<file path="config.mk">
export PLATFORM = sky130hd
export DESIGN_NAME = mono_video_colorizer
export DESIGN_NICKNAME = d
export VERILOG_FILES = /design/src/rtl/mono_video_colorizer.sv
export SDC_FILE = /design/constraint.sdc
export NUM_CORES = 1
export LEC_CHECK = 0
export CAP_MARGIN = 30
export CORE_MARGIN = 5
export CORE_UTILIZATION = 50
export CTS_CLUSTER_DIAMETER = 150
export DETAILED_ROUTE_END_ITERATION = 10
export PLACE_DENSITY = 0.72
export SYNTH_ARGS = -nofsm -noshare
export SYNTH_HDL_FRONTEND = slang
export SYNTH_SLANG_ARGS = --single-unit
</file>
<file path="constraint.sdc">
create_clock -name clk_sys -period 2.64 [get_ports clk_sys]
set_input_delay 0.66 -clock clk_sys [delete_from_list [all_inputs] [get_ports clk_sys]]
set_output_delay 0.66 -clock clk_sys [all_outputs]
set_load 0.02 [all_outputs]
</file>
<file path="src/rtl/mono_video_colorizer.sv">
`default_nettype none
// ============================================================================
// Module      : mono_video_colorizer
// Description : Maps N-bit monochrome pixel intensity through a writable
//               palette to RGB, with frame-synchronous palette/invert select
//               and sync/blank delayed to match the colour pipeline.
// Revision    : 1.0 - initial release
// ============================================================================
module mono_video_colorizer #(
   parameter  int IN_BITS  = 1,
   parameter  int OUT_BITS = 6,
   parameter  int PALETTES = 4,
   parameter  int PIPE     = 2,
   localparam int PS       = (PALETTES > 2) ? $clog2(PALETTES) : 1
) (
   input  logic                  clk_sys,
   input  logic                  reset,
   input  logic                  ce_pix,
   input  logic [IN_BITS-1:0]    pixel_in,
   input  logic                  hs_in,
   input  logic                  vs_in,
   input  logic                  blank_in,
   input  logic [PS-1:0]         pal_sel,
   input  logic                  invert,
   input  logic                  pal_wr,
   input  logic [PS-1:0]         pal_wr_idx,
   input  logic [3*OUT_BITS-1:0] pal_wr_data,
   output logic [OUT_BITS-1:0]   r_out,
   output logic [OUT_BITS-1:0]   g_out,
   output logic [OUT_BITS-1:0]   b_out,
   output logic                  hs_out,
   output logic                  vs_out,
   output logic                  blank_out
);

   localparam int c_CW = 3 * OUT_BITS;
   localparam int c_SW = c_CW + 3;

   logic [c_CW-1:0]    r_pal [PALETTES];
   logic [PS-1:0]      r_act_sel;
   logic               r_act_inv;
   logic               r_vs_prev;
   logic [IN_BITS-1:0] r_p;
   logic [c_CW-1:0]    r_c;
   logic               r_hs1;
   logic               r_vs1;
   logic               r_blank1;

   logic               w_wr_ok;
   logic               w_vs_rise;
   logic [PS-1:0]      w_rd_idx;
   logic [IN_BITS-1:0] w_p;
   logic [c_CW-1:0]    w_scaled;
   logic [c_SW-1:0]    w_stage;
   logic [c_SW-1:0]    w_out;

   // Defaults are given as 8-bit channels and truncated to the top OUT_BITS.
   function automatic logic [c_CW-1:0] pal_default(input int idx);
      logic [23:0] rgb8;
      case (idx)
         1:       rgb8 = 24'h33FF33;
         2:       rgb8 = 24'hFFCC00;
         3:       rgb8 = 24'h40FFA6;
         default: rgb8 = 24'hFFFFFF;
      endcase
      return {rgb8[23 -: OUT_BITS], rgb8[15 -: OUT_BITS], rgb8[7 -: OUT_BITS]};
   endfunction

   assign w_wr_ok   = int'(pal_wr_idx) < PALETTES;
   assign w_vs_rise = vs_in & ~r_vs_prev;
   assign w_rd_idx  = (int'(r_act_sel) < PALETTES) ? r_act_sel : '0;
   assign w_p       = r_act_inv ? ~pixel_in : pixel_in;

   always_ff @(posedge clk_sys) begin
      if (reset) begin
         for (int i = 0; i < PALETTES; i++) begin
            r_pal[i] <= pal_default(i);
         end
      end else if (pal_wr && w_wr_ok) begin
         r_pal[pal_wr_idx] <= pal_wr_data;
      end
   end

   // Stage 1 reads the palette before any same-cycle write lands.
   always_ff @(posedge clk_sys) begin
      if (reset) begin
         r_act_sel <= '0;
         r_act_inv <= 1'b0;
         r_vs_prev <= 1'b0;
         r_p       <= '0;
         r_c       <= '0;
         r_hs1     <= 1'b0;
         r_vs1     <= 1'b0;
         r_blank1  <= 1'b0;
      end else if (ce_pix) begin
         r_vs_prev <= vs_in;
         if (w_vs_rise) begin
            r_act_sel <= pal_sel;
            r_act_inv <= invert;
         end
         r_p      <= w_p;
         r_c      <= r_pal[w_rd_idx];
         r_hs1    <= hs_in;
         r_vs1    <= vs_in;
         r_blank1 <= blank_in;
      end
   end

   for (genvar ch = 0; ch < 3; ch++) begin : g_chan
      logic [OUT_BITS-1:0]         w_ch;
      logic [OUT_BITS+IN_BITS-1:0] w_prod;
      logic [OUT_BITS-1:0]         w_hi;
      logic [IN_BITS-1:0]          w_lo;
      logic                        w_unused_lo;

      assign w_ch          = r_c[ch*OUT_BITS +: OUT_BITS];
      assign w_prod        = {{IN_BITS{1'b0}}, w_ch} * {{OUT_BITS{1'b0}}, r_p};
      assign {w_hi, w_lo}  = w_prod;
      assign w_unused_lo   = ^w_lo;
      // Full intensity bypasses the product so it reaches the exact entry.
      assign w_scaled[ch*OUT_BITS +: OUT_BITS] =
         r_blank1      ? '0   :
         (&r_p)        ? w_ch :
         (r_p == '0)   ? '0   : w_hi;
   end

   assign w_stage = {w_scaled, r_hs1, r_vs1, r_blank1};

   if (PIPE > 1) begin : g_delay
      logic [c_SW-1:0] r_dly [PIPE-1];

      always_ff @(posedge clk_sys) begin
         if (reset) begin
            for (int i = 0; i < PIPE - 1; i++) begin
               r_dly[i] <= '0;
            end
         end else if (ce_pix) begin
            r_dly[0] <= w_stage;
            for (int i = 1; i < PIPE - 1; i++) begin
               r_dly[i] <= r_dly[i-1];
            end
         end
      end

      assign w_out = r_dly[PIPE-2];
   end else begin : g_direct
      assign w_out = w_stage;
   end

   assign {r_out, g_out, b_out, hs_out, vs_out, blank_out} = w_out;

endmodule
`default_nettype wire
</file>
==> impl_results.md <==
- Die W: 109 um
- CTS root buf: clkbuf_8
- Worst-Margin Slew: 913 ps
- Syn Std Cell Area: 4900 um^2
- Reg power frac: 0.454
- Total negative setup slack: 0 ps
- EDFF count, synth: 93
- Die height: 109 um
- Fraction of registers with async set/reset: 0
- Clk pwr share: 0.476
- Final hold viol count: 0
- H-tree depth: 4
- CTS Buf Count: 17
- CTS tree: built
- Power per Cell Area: 782 nW/um^2
- Post-synthesis register bit count: 118
- Cell Rows: 36
- Rel. slew slack: 0.391
- Switch share: 0.216
- Status: finished, final reports clean
- IO buf count: 51
- Multi-input logic area: 1500 um^2
- CP arrival: 1440 ps
- Power share of the combinational group: 0.070
- Synthesis Warnings: 0
- CP Buf/Inv Count: 1
- Bufs on Longest Clock Path: 2
- Antenna diode count: 0
- Leak: 0.00224 uW
- Clk slew on worst S/H paths: 50 ps
- Hold Crit Class: flip-flop to flip-flop
- Kind of start point of the critical path: flip-flop
- HPWL after DPL: 5.58 mm
- Share of cells above drive strength 1: 0.153
- Slew Viols, Final: 0
- Final worst path period share: 0.796
- Pre-CTS WS: 174 ps
- Setup Buffers After CTS: 0
- Post-DRT Antenna Nets: 0
- Crit-path slowest cell: clkdlybuf4s50_1
- Tot Pwr: 4810 uW
- Reg area: 3290 um^2
- Area grow syn2layout: 25.5%
- Via count: 2,559
- Hold_buf cts: 0
- Area after DPL: 5540 um^2
- Hold Slack: 491 ps
- CP cell instances: clkdlybuf4s50_1
- Max-Cap Viols: 0
- Syn nets: 340
- Critical-path maximum fanout: 1
- Overflow left after global routing: 0
- Tmin final: 2100 ps
- GRT Overall Usage: 0.160
- Routed wire length: 8.72 mm
- Vias per inst: 4.94
- Netlist cell types: 26
- Die area: 11,900 um^2
- Core area: 9680 um^2
- Vias in the first global route: 2,689
- Top FF cell, synth: edfxtp_1
- CP endpoint kind: output pin
- Antenna violations before repair: 0
- Wire per inst: 16.8 um
- Clock Latency Late Sink: 500 ps
- Setup Skew: 6.34 ps
- GPL Wtd Cong: 0.729
- Post-Syn Instances: 309
- Avg Cell Area, Syn: 15.9 um^2
- Starting DRC count in detailed routing: 98
- Final instance area: 6150 um^2
- Peak Freq: 476 MHz
- Power Internal: 3770 uW
- Worst path max stage delay: 610 ps
- Peak supply drop: 0.506 mV
- Count of final setup violators: 0
- RSZ-0062 raised after global routing: false
- PostCTS Resize Cnt: 0
- Critical Path RT: 1980 ps
- Clk sinks: 118
- Initial core utilization: 0.506
- Family with the most delay on the worst path: buffers and inverters
- DRC viols: 0
- Final #Nets: 403
- Critical path class: flip-flop to output pin
- FILL cells: 717
- Top Ports: 52
- First-pass GRT wire length: 13.8 mm
- Final worst slack: 538 ps
- DRT Pass-1 Iters: 5
- Seq/Total Area, Yosys: 0.672
- Largest net degree at the start of global routing: 27
- Sw Pwr: 1040 uW
## final timing paths
path | cells past startpoint | slack [ps] | to | startpoint
worst min-delay path | 2 | 490 | r_c[6] | r_c[6]
worst max-delay path | 1 | 540 | b_out[0] | g_delay.r_dly[0][3]
worst max register to register | 3 | 910 | r_c[2] | r_act_sel[1]
worst min register to register | 2 | 490 | r_c[6] | r_c[6]
## power by group through the flow
stage / Sequential [uW] / Clock (uW) / Combinational [uW]
4_1_cts: 2180 / 2310 / 342
6_report: 2180 / 2290 / 336
2_1_floorplan: 2220 / 0 / 187
5_1_grt: 2190 / 2390 / 362
3_3_place_gp: 2210 / 0 / 330
3_5_place_dp: 2220 / 0 / 338
## kinds of logic after synthesis
group	after synthesis	share of synthesized area
buffers and inverters	16	0.0212
AOI/OAI and AO/OA	2	0.00332
xor gates and xnor gates	1	0.00179
DFF	118	0.672
muxes	42	0.139
and+or+nand+nor	130	0.163
## through the flow
| stage | utilization | cells |
|---|---|---|
| 3_3_place_gp | 0.572 | 486 |
| 3_5_place_dp | 0.572 | 486 |
| 4_1_cts | 0.635 | 518 |
| 5_1_grt | 0.635 | 518 |
| 2_1_floorplan | - | 309 |
| 6_report | 0.635 | 518 |
## sequential cells by signal (all words and copies together), names as in the netlist
name and flops:
r_pal 72, g_delay.r_dly 21, r_c 18, r_act_sel 2, r_act_inv 1, r_blank1 1
r_hs1 1, r_p 1, r_vs1 1
## Yosys cell counts (2+ instances only)
master	instances	area (um^2)
or2_2	4	25.0
buf_4	3	22.5
buf_2	4	20.0
clkbuf_1	4	15.0
mux4_2	9	203
dfxtp_1	25	500
nand2b_1	47	294
mux2i_1	24	240
clkbuf_2	3	15.0
nor3b_4	2	37.5
mux4_1	9	236
edfxtp_1	93	2790
and2_1	45	282
nor2_1	25	93.8
## per-layer routing
layer / global-route usage / up-vias / share of wire
met5: 0 / - / 0
met4: 0.0550 / 0 / 0.011
met3: 0.0456 / 7 / 0.052
met2: 0.265 / 65 / 0.50
met1: 0.201 / 1237 / 0.44
li1: - / 1250 / -
## cells in the final DEF (no fill, tap or decap), types with 4 or more instances in the layout
cell type | synthesis | final
mux2i_1 | 24 | 24
dfxtp_1 | 25 | 25
nand2b_1 | 47 | 47
mux4_1 | 9 | 9
edfxtp_1 | 93 | 93
buf_4 | 3 | 9
mux4_2 | 9 | 9
or2_2 | 4 | 4
clkbuf_16 | 0 | 17
clkdlybuf4s50_1 | 0 | 51
and2_1 | 45 | 45
nor2_1 | 25 | 25
## area by class of cell
| type | instances | area share |
|---|---|---|
| Clock inverter | 12 | 0.0228 |
| Tap cell | 133 | 0.0271 |
| Clock buffer | 20 | 0.0759 |
| Multi-Input combinational cell | 175 | 0.245 |
| Timing Repair Buffer | 60 | 0.0940 |
| Sequential cell | 118 | 0.536 |
Power figures use the tool's default switching activity.
